===== config.mk =====
export PLATFORM = sky130hd
export DESIGN_NAME = fetch_stage_flat
export DESIGN_NICKNAME = d
export VERILOG_FILES = /design/src/rtl/fetch_stage_pkg.sv /design/src/rtl/fetch_stage_if.sv /design/src/rtl/fetch_hold_buf.sv /design/src/rtl/fetch_stage.sv /design/src/flat_wrapper.sv
export SDC_FILE = /design/constraint.sdc
export NUM_CORES = 1
export LEC_CHECK = 0
export ABC_AREA = 1
export BUFFER_PORTS_ARGS = -buffer_cell sky130_fd_sc_hd__clkbuf_2
export CELL_PAD_IN_SITES_DETAIL_PLACEMENT = 0
export CELL_PAD_IN_SITES_GLOBAL_PLACEMENT = 1
export CORE_UTILIZATION = 41
export CTS_BUF_LIST = sky130_fd_sc_hd__clkbuf_4
export CTS_CLUSTER_DIAMETER = 150
export CTS_CLUSTER_SIZE = 16
export DETAILED_ROUTE_END_ITERATION = 12
export PLACE_DENSITY = 0.84
export RECOVER_POWER = 100
export REMOVE_ABC_BUFFERS = 1
export SETUP_SLACK_MARGIN = 0.4
export SYNTH_ARGS = -nofsm -noshare
export SYNTH_HDL_FRONTEND = slang
export SYNTH_SLANG_ARGS = --single-unit

===== constraint.sdc =====
create_clock -name clk -period 7.65 [get_ports clk]
set_input_delay 0.3825 -clock clk [delete_from_list [all_inputs] [get_ports clk]]
set_output_delay 0.3825 -clock clk [all_outputs]
set_load 0.05 [all_outputs]

===== src/rtl/fetch_stage_pkg.sv =====
// Shared pipeline definitions for the instruction-fetch stage:
// fetch FSM states, default NOP word, PC increment and the IF/ID record.
package fetch_stage_pkg;

    typedef enum logic [1:0] {
        ST_FETCH     = 2'd0,
        ST_MISS_WAIT = 2'd1,
        ST_DRAIN     = 2'd2,
        ST_HOLD      = 2'd3
    } fetch_state_t;

    localparam logic [31:0] NOP_INSTR_DEFAULT = 32'h0000_0000;
    localparam logic [31:0] PC_STEP           = 32'd4;

    typedef struct packed {
        logic [31:0] instruction;
        logic [31:0] pc;
        logic        valid;
    } if_id_t;

endpackage


===== src/rtl/fetch_stage_if.sv =====
// Instruction-cache request/response bundle between the fetch stage
// (master) and the instruction cache (slave).
interface fetch_stage_if;

    logic        ic_req;
    logic [31:0] ic_addr;
    logic        ic_ready;
    logic [31:0] ic_data;

    modport master (
        output ic_req,
        output ic_addr,
        input  ic_ready,
        input  ic_data
    );

    modport slave (
        input  ic_req,
        input  ic_addr,
        output ic_ready,
        output ic_data
    );

endinterface


===== src/rtl/fetch_hold_buf.sv =====
// Single-entry skid buffer that parks a fetched word and its PC while
// the pipeline is not accepting new instructions. Flush wins over load,
// load wins over drain.
module fetch_hold_buf (
    input  logic        clk,
    input  logic        reset,
    input  logic        load,
    input  logic        drain,
    input  logic        flush,
    input  logic [31:0] data_in,
    input  logic [31:0] pc_in,
    output logic [31:0] data_out,
    output logic [31:0] pc_out,
    output logic        full
);

    logic [31:0] data_q, data_d;
    logic [31:0] pc_q, pc_d;
    logic        full_q, full_d;

    // Next buffer contents from the flush/load/drain controls.
    always_comb begin
        data_d = data_q;
        pc_d   = pc_q;
        full_d = full_q;
        if (flush) begin
            data_d = '0;
            pc_d   = '0;
            full_d = 1'b0;
        end else if (load) begin
            data_d = data_in;
            pc_d   = pc_in;
            full_d = 1'b1;
        end else if (drain) begin
            full_d = 1'b0;
        end
    end

    // Buffer registers, cleared on reset.
    always_ff @(posedge clk or posedge reset) begin
        if (reset) begin
            data_q <= '0;
            pc_q   <= '0;
            full_q <= 1'b0;
        end else begin
            data_q <= data_d;
            pc_q   <= pc_d;
            full_q <= full_d;
        end
    end

    assign data_out = data_q;
    assign pc_out   = pc_q;
    assign full     = full_q;

endmodule


===== src/rtl/fetch_stage.sv =====
// Instruction-fetch stage: PC register, I-cache handshake, IF/ID register,
// branch redirect with miss drain. Optional performance counters are
// built when FETCH_PERF_CNT_EN is defined; otherwise the counter ports
// read as zero.
module fetch_stage
    import fetch_stage_pkg::*;
#(
    parameter logic [31:0] RESET_PC  = 32'h0000_0000,
    parameter logic [31:0] NOP_INSTR = NOP_INSTR_DEFAULT
) (
    input  logic          clk,
    input  logic          reset,
    input  logic          EN_REG_FETCH,
    input  logic          block_pipe_data_cache,
    input  logic          branch_taken,
    input  logic [31:0]   branch_target,
    fetch_stage_if.master ic,
    output logic          block_pipe_instr_cache,
    output logic [31:0]   instruction,
    output logic [31:0]   pc_out,
    output logic          valid,
    output logic [31:0]   fetch_count,
    output logic [31:0]   miss_cycles
);

    fetch_state_t state_q, state_d;
    logic [31:0]  pc_q, pc_d;
    logic [31:0]  redirect_pc_q, redirect_pc_d;
    if_id_t       if_id_q, if_id_d;

    logic         redirect;
    logic         buf_load, buf_drain, buf_flush;
    logic [31:0]  buf_data, buf_pc;
    logic         buf_full;

    fetch_hold_buf u_hold_buf (
        .clk      (clk),
        .reset    (reset),
        .load     (buf_load),
        .drain    (buf_drain),
        .flush    (buf_flush),
        .data_in  (ic.ic_data),
        .pc_in    (pc_q),
        .data_out (buf_data),
        .pc_out   (buf_pc),
        .full     (buf_full)
    );

    assign redirect = branch_taken && !block_pipe_data_cache;

    // Request and stall depend only on state and ic_ready, never on the enable.
    always_comb begin
        ic.ic_req              = !reset && (state_q != ST_HOLD);
        ic.ic_addr             = pc_q;
        block_pipe_instr_cache = !reset && (state_q != ST_HOLD) && !ic.ic_ready;
    end

    // Next state, PC, redirect target and IF/ID contents; an accepted redirect overrides everything.
    always_comb begin
        state_d       = state_q;
        pc_d          = pc_q;
        redirect_pc_d = redirect_pc_q;
        if_id_d       = if_id_q;
        buf_load      = 1'b0;
        buf_drain     = 1'b0;
        buf_flush     = 1'b0;
        if (redirect) begin
            if_id_d   = '{instruction: NOP_INSTR, pc: 32'h0, valid: 1'b0};
            buf_flush = 1'b1;
            if (((state_q == ST_MISS_WAIT) || (state_q == ST_DRAIN)) && !ic.ic_ready) begin
                redirect_pc_d = branch_target;
                state_d       = ST_DRAIN;
            end else begin
                pc_d    = branch_target;
                state_d = ST_FETCH;
            end
        end else begin
            unique case (state_q)
                ST_FETCH, ST_MISS_WAIT: begin
                    if (ic.ic_ready) begin
                        if (EN_REG_FETCH) begin
                            if_id_d = '{instruction: ic.ic_data, pc: pc_q, valid: 1'b1};
                            pc_d    = pc_q + PC_STEP;
                            state_d = ST_FETCH;
                        end else begin
                            buf_load = 1'b1;
                            state_d  = ST_HOLD;
                        end
                    end else begin
                        state_d = ST_MISS_WAIT;
                    end
                end
                ST_DRAIN: begin
                    if (ic.ic_ready) begin
                        pc_d    = redirect_pc_q;
                        state_d = ST_FETCH;
                    end
                end
                ST_HOLD: begin
                    if (EN_REG_FETCH) begin
                        if_id_d   = '{instruction: buf_data, pc: buf_pc, valid: buf_full};
                        pc_d      = pc_q + PC_STEP;
                        buf_drain = 1'b1;
                        state_d   = ST_FETCH;
                    end
                end
                default: state_d = ST_FETCH;
            endcase
        end
    end

    // Stage registers with asynchronous reset to the power-on fetch point.
    always_ff @(posedge clk or posedge reset) begin
        if (reset) begin
            state_q       <= ST_FETCH;
            pc_q          <= RESET_PC;
            redirect_pc_q <= '0;
            if_id_q       <= '{instruction: NOP_INSTR, pc: 32'h0, valid: 1'b0};
        end else begin
            state_q       <= state_d;
            pc_q          <= pc_d;
            redirect_pc_q <= redirect_pc_d;
            if_id_q       <= if_id_d;
        end
    end

    assign instruction = if_id_q.instruction;
    assign pc_out      = if_id_q.pc;
    assign valid       = if_id_q.valid;

`ifdef FETCH_PERF_CNT_EN
    logic [31:0] fetch_count_q, fetch_count_d;
    logic [31:0] miss_cycles_q, miss_cycles_d;
    logic        count_load;

    // Count valid IF/ID loads and instruction-side stall cycles; both wrap at 2^32.
    always_comb begin
        count_load = !redirect && EN_REG_FETCH &&
                     ((((state_q == ST_FETCH) || (state_q == ST_MISS_WAIT)) && ic.ic_ready) ||
                      ((state_q == ST_HOLD) && buf_full));
        fetch_count_d = fetch_count_q + {31'd0, count_load};
        miss_cycles_d = miss_cycles_q + {31'd0, block_pipe_instr_cache};
    end

    // Counter registers.
    always_ff @(posedge clk or posedge reset) begin
        if (reset) begin
            fetch_count_q <= '0;
            miss_cycles_q <= '0;
        end else begin
            fetch_count_q <= fetch_count_d;
            miss_cycles_q <= miss_cycles_d;
        end
    end

    assign fetch_count = fetch_count_q;
    assign miss_cycles = miss_cycles_q;
`else
    assign fetch_count = '0;
    assign miss_cycles = '0;
`endif

endmodule

===== src/flat_wrapper.sv =====
// flat-port wrapper written by rule: the top's interface ports become plain ports
module fetch_stage_flat import fetch_stage_pkg::*;
#(
    parameter logic [31:0] RESET_PC  = 32'h0000_0000,
    parameter logic [31:0] NOP_INSTR = NOP_INSTR_DEFAULT
)
  (clk, reset, EN_REG_FETCH, block_pipe_data_cache, branch_taken, branch_target, block_pipe_instr_cache, instruction, pc_out, valid, fetch_count, miss_cycles, ic_ic_req, ic_ic_addr, ic_ic_ready, ic_ic_data);
  fetch_stage_if ic_i ();
  input  logic clk;
  input  logic reset;
  input  logic EN_REG_FETCH;
  input  logic block_pipe_data_cache;
  input  logic branch_taken;
  input  logic [31:0] branch_target;
  output logic block_pipe_instr_cache;
  output logic [31:0] instruction;
  output logic [31:0] pc_out;
  output logic valid;
  output logic [31:0] fetch_count;
  output logic [31:0] miss_cycles;
  output wire logic [$bits(ic_i.ic_req)-1:0] ic_ic_req;
  output wire logic [$bits(ic_i.ic_addr)-1:0] ic_ic_addr;
  input wire logic [$bits(ic_i.ic_ready)-1:0] ic_ic_ready;
  input wire logic [$bits(ic_i.ic_data)-1:0] ic_ic_data;
  assign ic_ic_req = ic_i.ic_req;
  assign ic_ic_addr = ic_i.ic_addr;
  assign ic_i.ic_ready = ic_ic_ready;
  assign ic_i.ic_data = ic_ic_data;
  fetch_stage #(.RESET_PC(RESET_PC), .NOP_INSTR(NOP_INSTR)) u_core (.clk(clk), .reset(reset), .EN_REG_FETCH(EN_REG_FETCH), .block_pipe_data_cache(block_pipe_data_cache), .branch_taken(branch_taken), .branch_target(branch_target), .ic(ic_i), .block_pipe_instr_cache(block_pipe_instr_cache), .instruction(instruction), .pc_out(pc_out), .valid(valid), .fetch_count(fetch_count), .miss_cycles(miss_cycles));
endmodule

==> impl_metrics.csv, run 1 <==
group,metric,value,unit
final_layout,fin_util,48.2,%
setup_path,critPathSlowestCell,"a21oi_1",
clocking,htreeDepth,4,
logic_synthesis,yosysTopAreaCellShare,48.9,%
flow_run,drv_cap,6,
global_route,grt_remaining_overflow,0,
pwr,ir_drop,218,µV
logic_synthesis,synth_compound_area_share,15.8,%
routing,first_iter_violations,667,
worst_hold_path,hp-class,"input port to asynchronous set/reset pin",
floorplan,pin_count,233,
logic_synthesis,muxShareOfSynthArea,0,%
logic_synthesis,synth_top_family_by_area,"simple AND/OR/NAND/NOR gates",
logic_synthesis,yosysMostFrequentCell,"nand2_1",
final_layout,multi_input_area,0.00419,mm²
sta,hold_ws,0.0241,ns
logic_synthesis,yosys_most_used_dff,"dfrtp_1",
routing,drt-pass1-iter-count,6,
sta,hold_violations,0,
sta,final.setup.worst_slack,2.54,ns
status,violations,"capacitance limit, slew limit",
pwr,p_leak,5.41,nW
pwr,power_density,388,mW/mm²
global_route,grt_pass1_wl,43100,µm
global_route,grt_antenna_before_repair,1,
sta,worst_pin_slew,3.41,ns
sta,finClkSkew,0.0291,ns
setup_path,r2r_slack,2.54,ns
final_layout,synthToLayoutAreaGrowth,14.1,%
logic_synthesis,synthCells,1286,
logic_synthesis,synthTopCellsByArea,"dfrtp_1 49%, nand2_1 8.9%, nor2_1 6.8%",
floorplan,core_area,0.0238,mm²
clocking,cts_sinks,196,
setup_path,critPathBufInv,2,
logic_synthesis,synth_seq_cells,196,
sta,timing.fmax,196,MHz
setup_path,r2r-start,"u_core.state_q[0]",
floorplan,rows,56,
final_layout,fillers,2472,
place,gp_congestion,0.869,
logic_synthesis,synthArstFlopShare,100,%
pwr,total_power,4.43,mW
routing,wl_per_cell,15.1,µm
logic_synthesis,synth_xor_area_share,0,%
logic_synthesis,yosys_warnings,0,
routing,drt-total-wl,27000,µm
sta,fin_crit,5.11,ns
setup_path,crit_family,"compound AO/OA/AOI/OAI gates",
clocking,cts-resized-gates,0,
floorplan,die_h,158,µm
logic_synthesis,synth_top_cells_by_count,"239 x nand2_1, 196 x dfrtp_1, 181 x nor2_1",
final_layout,nNetsFinal,1527,
setup_path,critical_path_class,"flop to flop",
clocking,cts.clk_slew.worst_paths,0.17,ns
setup_path,r2r_end,"u_core.valid",
setup_path,reg2reg_depth,9,
clocking,cts-buffers-inserted,17,
logic_synthesis,synth_area,0.0100,mm²
routing,num_vias,8893,
logic_synthesis,synth-seq-area-share,48.9,%
routing,viasPerCell,4.98,
routing,drcViolationCount,0,
place,port_buffers,168,
clocking,cts-root-buf,"clkbuf_4",
logic_synthesis,synth_cell_types,32,
global_route,grt_pass1_vias,8040,
setup_path,cp_max_fo,100,
sta,finalMaxSlewViolations,334,
floorplan,dieArea,0.0251,mm²
setup_path,critPathCaptureType,"flop",
final_layout,seqCellArea,0.00490,mm²
routing,ant_nets,0,
status,status,"finished with violations",
setup_path,crit_chain,"ha_1 -> clkinvlp_2 -> nor2_1 -> nand2_1 -> nand2_1 -> a21oi_1 -> buf_4 -> o211ai_1 -> o21ai_0",
sta,fin_crit_sh,66.8,%
final_layout,layout-drive-gt1-share,8.12,%
clocking,clock_path_buffers,2,
setup_path,path_common_cell,"nand2_1",
logic_synthesis,syn_avg_cell_area,7.80,µm²
place,dp_slack,4.00,ns
logic_synthesis,synth_top_area_cell,"dfrtp_1",
logic_synthesis,synth-edff-count,0,
setup_path,start_kind,"flop",
logic_synthesis,synth-simple-area-share,23.0,%
sta,rsz0062_at_grt,"false",
setup_path,worstPathArrival,5.64,ns
setup_path,slowest_delay,1.58,ns
sta,max_slew_margin,-128,%
floorplan,initial_core_util,42.2,%
global_route,grt_max_degree,142,
setup_path,crit_required,8.18,ns
logic_synthesis,synthAdderAreaFrac,0.624,%
floorplan,dieWidth,158,µm
sta,setup_viol,0,
clocking,clkLatencyLatePin,0.61,ns
sta,tns,0,ns
global_route,grt_usage,22.0,%
clocking,cts_tree,"done",
place,dp_hpwl,17400,µm
worst register-to-register path: stages, from the launching register on:
cell and delay (ns):
dfrtp_1 0.45, ha_1 0.54, clkinvlp_2 0.89, nor2_1 0.08
nand2_1 0.11, nand2_1 0.06, a21oi_1 1.58, buf_4 0.96
o211ai_1 0.22, o21ai_0 0.17
sequential cells by signal (all words and copies together) (netlist names):
name	cells
u_core.instruction	32
u_core.u_hold_buf.pc_out	32
u_core.u_hold_buf.data_out	32
u_core.state_q	2
u_core.redirect_pc_q	32
u_core.pc_out	32
u_core.ic.ic_addr	32
u_core.valid	1
u_core.u_hold_buf.full	1
per-stage QoR:
step	instance area, µm²	instances
4_1_cts	11600	1782
5_1_grt	11400	1785
3_3_place_gp	10800	1704
6_report	11400	1785
3_5_place_dp	10800	1704
2_1_floorplan	9450	1208
area by class of cell:
type | instances | area share (%)
sequential | 196 | 42.9
multi-input combinational | 917 | 36.6
timing repair buffer | 225 | 10.9
tap | 319 | 3.49
inverter | 95 | 3.19
clock inverter | 15 | 1.82
clock buffer | 17 | 1.12
antenna | 1 | 0.0219
layout by cell type (no fill, tap or decap), types with 5 or more instances in the layout:
master,n
nand2_1,239
dfrtp_1,196
nor2_1,183
o21ai_0,142
nand3_1,121
clkbuf_1,105
inv_1,88
a21oi_1,84
clkbuf_2,68
conb_1,64
dlygate4sd3_1,48
o211ai_1,47
clkbuf_4,17
o21ai_1,9
inv_8,6
ha_1,5
where the power goes:
part / switching (mW) / leakage (nW) / internal, mW
clock: 0.418 / 0.176 / 0.217
sequential: 0.285 / 2.42 / 1.42
combinational: 1.66 / 2.82 / 0.436
kinds of logic after synthesis:
kind of cell    count (synthesis)
buf+inv                       236
other cells                     1
fa+ha+maj                       5
compound gates                288
flops                         196
simple gates                  560
worst max-delay path by stage:
stage / startpoint / end / slack, ns / depth (start not counted)
3_5_place_dp: u_core.state_q[0] / u_core.valid / 4.00 / 9
4_1_cts: u_core.state_q[0] / u_core.valid / 3.98 / 9
5_1_grt: u_core.state_q[0] / u_core.valid / 1.94 / 9
2_1_floorplan: reset / u_core.ic.ic_addr[0] / 1.93 / 1
3_3_place_gp: u_core.state_q[0] / u_core.valid / 4.11 / 9
6_report: u_core.state_q[0] / u_core.valid / 2.54 / 9
repair_timing:
action	4_1_cts	5_1_grt
setup buffers	0	0
hold endpoints to repair	46	2
hold buffers	46	2
per-layer routing:
metal  vias to the layer above  wire length (µm)  global-route usage, %
met5                         -                 0                      0
met4                         0               209                   3.94
met3                        19              1490                   3.95
met2                       271             12400                   34.6
met1                      4184             12800                   31.9
li1                       4419                 -                      -
Power figures use the tool's default switching activity.
==> inputs of run 2 (changes only) <==
--- a/config.mk
+++ b/config.mk
@@ -5,7 +5,7 @@
 export SDC_FILE = /design/constraint.sdc
 export NUM_CORES = 1
 export LEC_CHECK = 0
-export ABC_AREA = 1
+export ABC_AREA = 0
 export BUFFER_PORTS_ARGS = -buffer_cell sky130_fd_sc_hd__clkbuf_2
 export CELL_PAD_IN_SITES_DETAIL_PLACEMENT = 0
 export CELL_PAD_IN_SITES_GLOBAL_PLACEMENT = 1
@@ -14,7 +14,7 @@
 export CTS_CLUSTER_DIAMETER = 150
 export CTS_CLUSTER_SIZE = 16
 export DETAILED_ROUTE_END_ITERATION = 12
-export PLACE_DENSITY = 0.84
+export PLACE_DENSITY = 0.81
 export RECOVER_POWER = 100
 export REMOVE_ABC_BUFFERS = 1
 export SETUP_SLACK_MARGIN = 0.4
==> constraint.sdc (replaced) <==
create_clock -name clk -period 5.3 [get_ports clk]
set_input_delay 0.265 -clock clk [delete_from_list [all_inputs] [get_ports clk]]
set_output_delay 0.265 -clock clk [all_outputs]
set_load 0.05 [all_outputs]
==> run 2 against run 1 <==
Critical path depth decreased by 4. The run still ends with capacitance limit, slew limit left. Non-clock buffer count up 23. Combinational power rose by 18%. Sequential power rose by 41%. Clock power grew 55%. Synthesized area decreased by 0.31%. Global-route usage down 1.5 points. Power rose by 32%. Die area down 0.31%. Worst setup slack lost 1.2 ns. Largest cell class unchanged.
==> impl_metrics.csv, run 2 <==
group,metric,value,unit
logic_synthesis,synth_top_cells_by_count,"196 x dfrtp_1, 177 x nand2_1, 97 x nor2_1",
global_route,grt_max_degree,145,
routing,drt-pass1-iter-count,5,
logic_synthesis,synth-edff-count,0,
worst_hold_path,holdPathEnd,"u_core.state_q[1]",
place,placed_cell_area,0.0108,mm²
global_route,grt_pass1_wl,40500,µm
worst_hold_path,worstHoldPathCells,2,
setup_path,worstPathArrival,4.43,ns
sta,timing.fmax,253,MHz
logic_synthesis,synth_area,0.00999,mm²
logic_synthesis,yosys_most_used_dff,"dfrtp_1",
routing,viasPerCell,5.12,
final_layout,nNetsFinal,1319,
global_route,grt_remaining_overflow,0,
clocking,htreeDepth,4,
final_layout,layout-drive-gt1-share,12.1,%
final_layout,layout_commonest_cell,"dfrtp_1",
floorplan,dieArea,0.0250,mm²
final_layout,fillers,2359,
setup_path,critPathCaptureType,"flop",
sta,hold_ws,0.0432,ns
flow_run,drv_cap,6,
logic_synthesis,synth_top_area_cell,"dfrtp_1",
final_layout,final_area,0.0116,mm²
clocking,cts.clk_slew.worst_paths,0.15,ns
logic_synthesis,synth_cell_types,61,
sta,worst_pin_slew,3.10,ns
pwr,ir_drop,262,µV
routing,first_iter_violations,530,
worst_hold_path,hp-class,"input port to flop",
pwr,intPower,3.06,mW
setup_path,start_kind,"flop",
sta,hold_violations,0,
floorplan,core_area,0.0237,mm²
setup_path,critical_path_class,"flop to flop",
sta,fin_crit,3.95,ns
setup_path,critPathSlowestCell,"nor3b_1",
setup_path,reg2reg_depth,5,
worst_hold_path,hp-start,"ic_ic_ready",
logic_synthesis,synth_seq_cells,196,
final_layout,mostFrequentLayoutCells,"196 x dfrtp_1, 177 x nand2_1, 102 x clkbuf_1",
sta,finClkSkew,0.0281,ns
clocking,cts-buffers-inserted,17,
logic_synthesis,synthCells,1062,
pwr,power_density,503,mW/mm²
clocking,post_cts_buffers,0,
pwr,p_sw_share,47.7,%
setup_path,worstSetupStartpoint,"u_core.state_q[0]",
sta,finalMaxSlewViolations,351,
sta,max_slew_margin,-106,%
clocking,cts_tree,"done",
place,dp_slack,2.36,ns
place,dp_hpwl,15600,µm
pwr,share_comb_of_total_power,42.2,%
floorplan,initial_core_util,42.2,%
sta,setup_viol,0,
routing,num_vias,8066,
global_route,grt_usage,20.6,%
setup_path,r2r_end,"u_core.redirect_pc_q[18]",
setup_path,slowest_delay,1.60,ns
floorplan,pin_count,233,
global_route,grt_pass1_vias,7685,
clocking,clkLatencyLatePin,0.58,ns
clocking,cts_sinks,196,
pwr,p_sw,2.78,mW
floorplan,rows,56,
sta,final.setup.worst_slack,1.35,ns
status,violations,"capacitance limit, slew limit",
final_layout,fin_util,49.1,%
logic_synthesis,synthArstFlopShare,100,%
routing,drcViolationCount,0,
pwr,p_leak,4.95,nW
global_route,grt_antenna_before_repair,1,
routing,wl_per_cell,16.1,µm
logic_synthesis,yosysMostFrequentCell,"dfrtp_1",
setup_path,crit_required,5.78,ns
logic_synthesis,synth-seq-area-share,49.1,%
floorplan,dieWidth,158,µm
place,gp_congestion,0.769,
routing,ant_nets,0,
setup_path,crit_chain,"inv_1 -> ha_1 -> nor3b_1 -> clkbuf_1 -> mux2_2",
setup_path,r2r_slack,1.35,ns
logic_synthesis,syn_avg_cell_area,9.41,µm²
logic_synthesis,yosysTopAreaCellShare,49.1,%
pwr,p_seq_share,41.0,%
setup_path,cp_max_fo,20,
place,port_buffers,168,
status,status,"finished with violations",
final_layout,synthToLayoutAreaGrowth,16.3,%
clocking,clock_path_buffers,2,
sta,rsz0062_at_grt,"false",
sta,fin_crit_sh,74.5,%
setup_path,r2r-start,"u_core.state_q[0]",
logic_synthesis,synthTopCellsByArea,"dfrtp_1 49%, nand2_1 6.6%, mux2i_1 6.6%",
pwr,pwr-share-clk,16.9,%
routing,drt-total-wl,25300,µm
logic_synthesis,yosys_warnings,0,
clocking,cts-root-buf,"clkbuf_4",
floorplan,die_h,158,µm
run 2: final cells by class:
class / instances / area (µm²) / share of cell area (%)
multi-input combinational: 767 / 4440 / 38.2
timing repair buffer: 248 / 1460 / 12.6
tap: 319 / 399 / 3.43
antenna: 1 / 2.50 / 0.0215
clock buffer: 17 / 128 / 1.10
sequential: 196 / 4900 / 42.2
clock inverter: 13 / 226 / 1.95
inverter: 14 / 56.3 / 0.484
run 2: cells by family after synthesis:
family                     synth area share [%]
other                                    0.0375
muxes                                      10.2
DFF                                        49.1
adders and majority gates                 0.626
buffers and inverters                      9.09
and+or+nand+nor                            15.8
xor gates and xnor gates                 0.0877
AOI/OAI and AO/OA                          15.1
run 2: through the flow:
step	std cells	total power [mW]	setup TNS, ns
after floorplan	977	4.31	-311.62
after global placement	1479	4.88	0
after detailed placement	1479	4.93	0
after CTS	1574	5.96	0
after global routing	1575	6.21	0
final	1575	5.84	0
run 2: repair_timing:
| action | CTS | global route |
|---|---|---|
| resized for setup | 0 | 0 |
| endpoints found under the hold margin | 239 | 0 |
| hold buffers | 65 | 0 |
run 2: power by group through the flow:
stage | clock, mW | combinational [mW] | sequential (mW)
final | 0.984 | 2.46 | 2.39
after global routing | 1.07 | 2.66 | 2.47
after CTS | 1.02 | 2.55 | 2.40
after detailed placement | 0 | 2.50 | 2.43
after global placement | 0 | 2.47 | 2.41
after floorplan | 0 | 1.03 | 3.29
run 2: layer usage:
layer  GRT usage, %  part of all wire (%)  vias to the layer above
met4           4.12                  0.62                        0
met3           4.13                   4.9                       11
li1               -                     -                     3947
met1           28.7                    48                     3875
met2           33.1                    47                      233
met5              0                     0                        -
run 2: critical path: cells and delay by family (launching register included):
family	cells	cell delay, ns
fa+ha+maj	1	0.33
buf+inv	2	1.05
flops	1	0.43
mux	1	0.43
simple gates	1	1.60
run 2: worst max-delay path by stage:
| stage | cells past startpoint | slack (ns) | to |
|---|---|---|---|
| finish | 5 | 1.35 | u_core.redirect_pc_q[18] |
| global route | 5 | 1.05 | u_core.redirect_pc_q[14] |
| CTS | 8 | 2.30 | u_core.instruction[6] |
| detailed placement | 8 | 2.36 | u_core.instruction[6] |
| global placement | 8 | 2.50 | u_core.instruction[20] |
| floorplan | 5 | -2.74 | u_core.ic.ic_addr[24] |
